### config.mk
export PLATFORM = sky130hd
export DESIGN_NAME = cmos_gate_driver
export DESIGN_NICKNAME = d
export VERILOG_FILES = /design/src/rtl/cmos_gate_driver.sv
export SDC_FILE = /design/constraint.sdc
export NUM_CORES = 1
export LEC_CHECK = 0
export CORE_MARGIN = 4
export CORE_UTILIZATION = 40
export DETAILED_ROUTE_END_ITERATION = 10
export SYNTH_ARGS = -nofsm -noshare
export SYNTH_HDL_FRONTEND = slang
export SYNTH_SLANG_ARGS = --single-unit
export TNS_END_PERCENT = 100
### constraint.sdc
create_clock -name clk -period 1.9 [get_ports clk]
set_clock_uncertainty 0.2 [all_clocks]
set_input_delay 0.19 -clock clk [delete_from_list [all_inputs] [get_ports clk]]
set_output_delay 0.19 -clock clk [all_outputs]
set_load 0.005 [all_outputs]
### src/rtl/cmos_gate_driver.sv
`default_nettype none
// ============================================================================
// cmos_gate_driver : multi-channel push-pull gate driver with break-before-make
// dead time. Optional switch-level pad node: define CMOS_SWITCH_PAD_EN.
// Revision: 1.0
// ============================================================================
module cmos_gate_driver #(
    parameter int WIDTH       = 4,
    parameter int DEAD_CYCLES = 3
) (
    input  logic             clk,
    input  logic             rst_n,
    input  logic [WIDTH-1:0] in_req_i,
    input  logic [WIDTH-1:0] tri_en_i,
    output logic [WIDTH-1:0] pg_o,
    output logic [WIDTH-1:0] ng_o,
    output logic [WIDTH-1:0] busy_o
`ifdef CMOS_SWITCH_PAD_EN
    ,
    output wire  [WIDTH-1:0] pad_o
`endif
);

    localparam int CNT_W = (DEAD_CYCLES > 0) ? $clog2(DEAD_CYCLES + 1) : 1;
    localparam logic [CNT_W-1:0] CNT_LOAD = CNT_W'(DEAD_CYCLES - 1);

    typedef enum logic [1:0] {
        S_OFF  = 2'd0,
        S_LOW  = 2'd1,
        S_HIGH = 2'd2,
        S_DEAD = 2'd3
    } state_e;

    if (DEAD_CYCLES < 1 || WIDTH < 1) begin : g_param_check
        $error("cmos_gate_driver: WIDTH and DEAD_CYCLES must both be >= 1");
    end

`ifdef CMOS_SWITCH_PAD_EN
    supply1 vdd;
    supply0 gnd;
`endif

    for (genvar i = 0; i < WIDTH; i++) begin : g_ch
        state_e           state_q, state_d;
        logic [CNT_W-1:0] cnt_q, cnt_d;
        logic             pg_q, ng_q, busy_q;

        // Inputs are only looked at outside DEAD, so request chatter cannot shorten it.
        always_comb begin
            state_d = state_q;
            cnt_d   = cnt_q;
            case (state_q)
                S_OFF: begin
                    if (!tri_en_i[i]) begin
                        state_d = in_req_i[i] ? S_HIGH : S_LOW;
                    end
                end
                S_LOW: begin
                    if (tri_en_i[i] || in_req_i[i]) begin
                        state_d = S_DEAD;
                        cnt_d   = CNT_LOAD;
                    end
                end
                S_HIGH: begin
                    if (tri_en_i[i] || !in_req_i[i]) begin
                        state_d = S_DEAD;
                        cnt_d   = CNT_LOAD;
                    end
                end
                S_DEAD: begin
                    if (cnt_q != '0) begin
                        cnt_d = cnt_q - 1'b1;
                    end else if (tri_en_i[i]) begin
                        state_d = S_OFF;
                    end else begin
                        state_d = in_req_i[i] ? S_HIGH : S_LOW;
                    end
                end
                default: state_d = S_OFF;
            endcase
        end

        // Gate outputs are decoded from the next state so they switch on the same edge as it.
        always_ff @(posedge clk or negedge rst_n) begin
            if (!rst_n) begin
                state_q <= S_OFF;
                cnt_q   <= '0;
                pg_q    <= 1'b1;
                ng_q    <= 1'b0;
                busy_q  <= 1'b0;
            end else begin
                state_q <= state_d;
                cnt_q   <= cnt_d;
                pg_q    <= (state_d != S_HIGH);
                ng_q    <= (state_d == S_LOW);
                busy_q  <= (state_d == S_DEAD);
            end
        end

        assign pg_o[i]   = pg_q;
        assign ng_o[i]   = ng_q;
        assign busy_o[i] = busy_q;

`ifdef CMOS_SWITCH_PAD_EN
        pmos u_pmos (pad_o[i], vdd, pg_q);
        nmos u_nmos (pad_o[i], gnd, ng_q);
`endif
    end

endmodule
`default_nettype wire

==> results of run 1 <==
[power by group]
part | switching (W) | total, W | leakage, nW | internal (W)
Clock | 0.000165 | 0.000378 | 0.0279 | 0.000213
Combinational | 0.000639 | 0.00136 | 0.440 | 0.000722
Sequential | 0.000179 | 0.00107 | 0.317 | 0.000894
[per-stage QoR]
step                setup slack, ns  hold slack, ns  total power (W)  instance area (um2)  TNS (ns)
global route               -0.00269          0.0404          0.00309                 1730  -0.00269
global placement            -0.0112           0.271          0.00238                 1660   -0.0112
CTS                          0.0389          0.0350          0.00282                 1720         0
detailed placement          -0.0222           0.295          0.00243                 1660   -0.0222
finish                       0.0584          0.0308          0.00281                 1730         0
floorplan                     0.178          -0.306          0.00206                 1450         0
[logic make-up (layout without fill, tap and decap cells)]
family	after synthesis	in the layout
mux	4	4
simple gates	40	40
flops	28	28
xor+xnor	1	1
compound gates	27	27
buf+inv	30	49
fa+ha+maj	9	9
[state kept, by name, indices dropped and copies added, names as in the netlist]
name          cells
g_ch.state_q      8
g_ch.ng_q         4
g_ch.busy_q       4
g_ch.pg_q         4
g_ch.cnt_q        8
[Yosys cell counts (all sizes together), types with 2 or more instances]
| library cell | number |
|---|---|
| o21ai | 8 |
| inv | 17 |
| a21oi | 5 |
| buf | 13 |
| nor2 | 8 |
| nand2b | 2 |
| ha | 9 |
| mux2i | 3 |
| o31a | 2 |
| a221oi | 4 |
| o22a | 2 |
| nor2b | 5 |
| dfstp | 4 |
| dfrtp | 24 |
| nand2 | 13 |
| nand3 | 5 |
[worst register-to-register path, delay by kind of cell, from the launching register on]
family | cells | cell delay (ns)
AOI/OAI and AO/OA | 2 | 0.44
adders and majority gates | 1 | 0.27
buffers and inverters | 1 | 0.04
DFF | 1 | 0.48
and+or+nand+nor | 2 | 0.32
[worst paths after layout]
check                                        start                to  slack (ns)  cells past startpoint
worst max-delay path            g_ch[0].state_q[0]    g_ch[0].busy_q        0.06                      6
worst min-delay path                         rst_n      g_ch[2].ng_q        0.03                      2
worst max register to register  g_ch[0].state_q[0]    g_ch[0].busy_q        0.06                      6
worst min register to register    g_ch[3].cnt_q[1]  g_ch[3].cnt_q[1]        0.32                      1
max in group asynchronous                    rst_n      g_ch[3].pg_q        1.15                      2
min in group clk                  g_ch[3].cnt_q[1]  g_ch[3].cnt_q[1]        0.32                      1
[layout make-up]
cell class / count / area [um2]
Fill cell: 318 / 1690
Sequential cell: 28 / 708
Multi-Input combinational cell: 81 / 584
Timing Repair Buffer: 28 / 263
Inverter: 17 / 63.8
Tap cell: 46 / 57.6
Clock inverter: 1 / 30.0
Clock buffer: 3 / 22.5
[per-layer routing]
| metal | up-vias | wire, um |
|---|---|---|
| met5 | - | 0 |
| met4 | 0 | 12 |
| met3 | 2 | 105 |
| met2 | 17 | 1200 |
| met1 | 452 | 1040 |
| li1 | 496 | - |
==> flow_summary.toml, run 1 <==
[run_status]
status = "finished, final reports clean"

[drt]
viasPerCell = 4.74
drc_errors = 0
wire_per_inst_um = 11.6
routed_wl_um = 2360
antenna_left = 0
drtIter0Drc = 54
first_pass_iters = 5
vias = 967

[finish]
area_delta_synth_final_pct = 19.7
final_common_cell = "dfrtp_1"
utilization_pct = 50.6
finalNetCount = 178
drive_above_1_share_pct = 17.1
diodes = 0
final_cell_mix = "22 x dfrtp_1, 21 x clkdlybuf4s50_1, 16 x inv_1"
instances_no_fill = 204

[yosys]
synthAdderAreaFrac_pct = 7.79
synth_edf_count = 0
ys_ff_latch = 28
muxShareOfSynthArea_pct = 2.86
syn_inst = 139
postSynthAreaPerCell_um2 = 10.4
synthXorXnorAreaFrac_pct = 0.606
yosys_warnings = 0
synth_area_um2 = 1450
synth_compound_area_share_pct = 14.7
synthTopCellsByArea = "dfrtp_1 42%, ha_1 7.8%, dfstp_2 7.3%"
synth_top_cell_area_share_pct = 41.6
yosysSeqAreaShare_pct = 48.8
synth_top_family_by_area = "compound AO/OA/AOI/OAI gates"
yosys.area.top_type = "dfrtp_1"
synth-main-ff-cell = "dfrtp_1"
synth_async_sr_flop_share_pct = 100
yosysUniqueCellTypes = 35
synthSimpleGateAreaFrac_pct = 13.8
synth.net_count = 158

[pwr]
leakage_nw = 0.785
max-vdd-ir-drop_v = 0.000732
powerDensity_nw_per_um2 = 1630

[worst_setup_path]
critical-path-slowest-cell = "dfrtp_2"
cp_max_fo = 6
start_kind = "register"
required_ns = 1.93
cp_top_family = "flip-flops"
cp_slowest_stage_delay_ns = 0.48
cp-end-kind = "register"
worstPathArrival_ns = 1.87
crit_buf_inv = 1
crit_type = "reg2reg"
cp_cell_sequence = "ha_1 -> nor2b_1 -> a221oi_2 -> o21a_2 -> inv_2 -> and2_4"

[placed_design]
port_buffers = 21
place.gp.congestion = 0.781
dp_hpwl_um = 1800
placed_cells = 200

[job]
maxCapViolCount = 0

[timing]
final_hold_viol_count = 0
tightest_slew_ns = 0.361
min_period_over_period_pct = 96.9
slew_violations = 0
relSlewSlack_pct = 75.9
finalSetupViolations = 0
period_minus_slack_ns = 1.84
fmax_ghz = 0.543

[grt]
grt_pass1_vias = 998
grt_use_met1_pct = 14.6
grt_pass1_wl_um = 4210
grt_antenna_before_repair = 0
met2_usage_pct = 20.6
grt_max_degree = 29
track_usage_pct = 11.9
grt_busiest_layer = "met2"
grt-ovfl-total = 0
use_met3_pct = 3.94

[floorplan]
die_w_um = 68.1
num_rows = 21
die_y_um = 68.1
start_util_pct = 42.3
io_pins = 22
dieArea_um2 = 4640
coreArea_um2 = 3420

[clock_network]
h-tree-depth = 1
cts_sinks = 28
cts_setup_buffers = 0
hold_buffers = 0
ctsResizeCount = 0
cts_buffer_depth = 2
clk_latency_ns = 0.32
clkSlewWorstSetupHoldPaths_ns = 0.14
numCtsBuffers = 3
clock-root-buffer = "clkbuf_4"
cts_tree = "done"

[min_path]
hold_class = "in2async"
(Power assumes the default switching activity.)
==> inputs of run 2 (changes only) <==
Settings changed: RECOVER_POWER set to 25.
==> flow_summary.toml, run 2 (synthesis results as in run 1) <==
[timing]
holdWs_ns = 0.226
fmax_ghz = 0.543
slew_violations = 0
period_minus_slack_ns = 1.84
fin_tns_setup_ns = 0
final_hold_viol_count = 0
finalSetupViolations = 0
relSlewSlack_pct = 53.4
min_period_over_period_pct = 96.9
fin_ws_ns = 0.0584
tightest_slew_ns = 0.699

[worst_setup_path]
cp_slowest_stage_delay_ns = 0.48
critical-path-slowest-cell = "dfrtp_2"
crit_buf_inv = 1
critPathLaunch = "g_ch[0].state_q[0]"
cp_max_fo = 6
reg2reg_from = "g_ch[0].state_q[0]"
crit_type = "reg2reg"
required_ns = 1.93
cp-end-kind = "register"
cp_cell_sequence = "ha_1 -> nor2b_1 -> a221oi_2 -> o21a_2 -> inv_2 -> and2_4"
start_kind = "register"
cp_top_family = "flip-flops"
path_depth = 6
r2r_setup_slack_ns = 0.06
worstPathArrival_ns = 1.87
reg2regPathDepth = 6

[clock_network]
clk_latency_ns = 0.32
cts_tree = "done"
clock-root-buffer = "clkbuf_4"
cts_buffer_depth = 2
cts_sinks = 28
numCtsBuffers = 3
cts_setup_buffers = 0
clkSlewWorstSetupHoldPaths_ns = 0.14
h-tree-depth = 1

[drt]
drc_errors = 0
vias = 967
wire_per_inst_um = 11.5
routed_wl_um = 2360
drtIter0Drc = 54
antenna_left = 0
first_pass_iters = 5
viasPerCell = 4.74

[pwr]
leakage_nw = 0.785
powerDensity_nw_per_um2 = 1630
max-vdd-ir-drop_v = 0.000732

[floorplan]
dieArea_um2 = 4640
io_pins = 22
die_y_um = 68.1
coreArea_um2 = 3420
num_rows = 21
die_w_um = 68.1
start_util_pct = 42.3

[run_status]
status = "finished, final reports clean"

[grt]
track_usage_pct = 11.9
grt_max_degree = 29
grt_pass1_vias = 998
grt_antenna_before_repair = 0
grt-ovfl-total = 0
grt_pass1_wl_um = 4210

[finish]
area_delta_synth_final_pct = 19.5
drive_above_1_share_pct = 17.1
final_common_cell = "dfrtp_1"
diodes = 0
finalNetCount = 178
top_regs = "g_ch.cnt_q (8), g_ch.state_q (8)"
final_cell_mix = "22 x dfrtp_1, 20 x clkdlybuf4s50_1, 16 x inv_1"

[placed_design]
dp_slack_ns = -0.0222
place.gp.congestion = 0.781
dp_hpwl_um = 1800
port_buffers = 21

[min_path]
hold_class = "in2async"

[job]
maxCapViolCount = 0
[run 2: final timing paths]
kind / end
max: g_ch[0].busy_q
min reg2reg: g_ch[3].cnt_q[1]
max reg2reg: g_ch[0].busy_q
min in group clk: g_ch[3].cnt_q[1]
min: g_ch[2].ng_q
max in group asynchronous: g_ch[0].state_q[0]
[run 2: per-layer routing]
| metal | global-route usage (%) | wire length, um | vias to the layer above |
|---|---|---|---|
| li1 | - | - | 496 |
| met1 | 14.6 | 1040 | 452 |
| met2 | 20.6 | 1200 | 17 |
| met3 | 3.94 | 105 | 2 |
| met4 | 2.23 | 12 | 0 |
| met5 | 0 | 0 | - |
[run 2: cell type report]
cell class                      count  area [um2]
Clock buffer                        3        22.5
Fill cell                         319        1690
Inverter                           17        63.8
Tap cell                           46        57.6
Clock inverter                      1        30.0
Timing Repair Buffer               28         260
Multi-Input combinational cell     81         584
Sequential cell                    28         708
[run 2: metrics by stage]
step	utilization [%]	power (W)	area (um2)	std cells
after floorplan	-	0.00206	1450	139
after global placement	48.7	0.00238	1660	200
after detailed placement	48.7	0.00243	1660	200
after CTS	50.3	0.00282	1720	204
after global routing	50.5	0.00309	1730	204
final	50.5	0.00281	1730	204
[run 2: repair_timing]
action | in CTS | in global routing
hold buffers | 0 | 0
gates resized for setup | 0 | 5
endpoints found under the setup margin | 0 | 6
[run 2: where the power goes]
group	switching [W]	total [W]	internal, W
registers	0.000179	0.00107	0.000894
logic	0.000639	0.00136	0.000721
clock network	0.000165	0.000378	0.000213
==> variant (settings of run 1) <==
Make the reset (`rst_n`) synchronous in one clocked block.
--- a/src/rtl/cmos_gate_driver.sv
+++ b/src/rtl/cmos_gate_driver.sv
@@ -83,3 +83,3 @@
         // Gate outputs are decoded from the next state so they switch on the same edge as it.
-        always_ff @(posedge clk or negedge rst_n) begin
+        always_ff @(posedge clk) begin
             if (!rst_n) begin
Behaviour: differs if rst_n is asserted again (counterexample within 4 cycles, from zero or initial values and one cycle with rst_n low); with rst_n held inactive, the same outputs for 10 cycles.
==> variant against run 1 <==
Sequential cell count unchanged; area after synthesis down 1.1%; utilization down 2.2 points; critical path type unchanged; setup slack better by 150 ps; cell area down 5.0%; non-clock buffer count down 5; global-route usage up 0.84 points; routed wire length up 8.7%.
Power is not compared: it rests on default switching activity, and its combinational part moved more than twofold at a synthesized area within 25%.
==> variant: results (changes against run 1) <==
worst_setup_path:
  cp.arrival_ps: 1750  # -120 ps
  crit_family: "flip-flops"
  max_stage_delay_ps: 410  # -70 ps
  rr_startpoint: "g_ch[0].state_q[0]"
  cp_max_fo: 7  # +1
  slowest_stage: "dfxtp_2"
  timing.critical_path.from: "g_ch[0].state_q[0]"
global_routing:
  grt_usage: 0.1278  # +0.008450
  grt.met3_usage: 0.03993  # +0.0005246
  use_met2: 0.2309  # +0.02509
  globalRouteMet1Util: 0.1365  # -0.009332
  antenna_found_initial: 0  # unchanged
  grt_start_max_net_pins: 16  # -45%
hold_path:
  hp-class: "reg -> reg"
routing:
  wirelength_um: 2563  # +8.7%
  drtIter0Drc: 43  # -20%
  drtPass1Iterations: 4  # -1
  vias: 1128  # +17%
yosys:
  yosysWarnings: 0  # unchanged
  seq_area_frac_synth: 0.3923  # -0.09602
  synth_flop_cell: "dfxtp_1"
  synthTopCellsByCount: "dfxtp_1, inv_1, nand2_1, buf_4, nor2_1"
  synth_area_leaders: "dfxtp_1, ha_1, buf_4"
  synth_fp_nets: 182  # +15%
  ys_async_sr_fraction: 0  # -1.000
  synth.distinct_cells: 40  # +14%
place:
  pre_cts_slack_ps: 113.4  # +135.6 ps
  gp_congestion: 0.8010  # +2.6%
  hpwl_um: 1987  # +11%
run_status:
  outcome: "finished clean"
sta:
  worstMarginPinSlew_ps: 310.1  # -50.70 ps
finish:
  final_layout_size_suffix_gt1_frac: 0.08092  # -0.08996
  nNetsFinal: 194  # +9.0%
clock_network:
  cts-root-buf: "clkbuf_4"
[variant: cell types whose count changed after synthesis, sizes merged, moves of 3 or more]
cell	run 1	this run
a21boi	0	4
nand3b	1	6
nor2	8	11
a211oi	0	3
dfxtp	0	28
o21ai	8	5
a221oi	4	0
o211a	0	3
inv	17	13
dfstp	4	0
dfrtp	24	0
nor3	1	4
[variant: worst paths after layout]
| kind | end | slack [ps] | depth (start not counted) |
|---|---|---|---|
| worst max-delay path | g_ch[0].cnt_q[0] | 210 | 6 |
| worst min-delay path | g_ch[0].cnt_q[1] | 280 | 2 |
| worst max register to register | g_ch[0].cnt_q[0] | 210 | 6 |
| worst min register to register | g_ch[0].cnt_q[1] | 280 | 2 |
[variant: routing by layer]
metal	vias to the layer above	wire length, um
li1	573	-
met1	528	1128
met2	25	1272
met3	2	133
met4	0	28
met5	-	0
[variant: layout make-up]
cell class                      instances  area, um2
Clock buffer                            4      36.28
Multi-Input combinational cell        105      711.9
Timing Repair Buffer                   23      225.2
Sequential cell                        28      563.0
Fill cell                             329       1747
Inverter                               13      48.80
Tap cell                               46      57.56
[variant: per-stage QoR]
step                      std cells    util  hold WS [ps]
after floorplan                 162       -         68.07
after global placement          215  0.4732         243.7
after detailed placement        215  0.4732         258.4
after CTS                       219  0.4839         280.7
after global routing            219  0.4847         295.2
final                           219  0.4847         278.1
[variant: cells by family (layout without fill, tap and decap cells)]
group,Yosys count,in the layout,share of synthesized area
mux,1,1,0.007006
compound gates,33,33,0.1804
simple gates,61,61,0.2233
fa+ha+maj,10,10,0.08757
flops,28,28,0.3923
buf+inv,29,40,0.1095
[variant: timing repair]
action,4_1_cts,5_1_grt
setup endpoints to repair,0,5
gates resized for setup,0,2
hold buffers,0,0
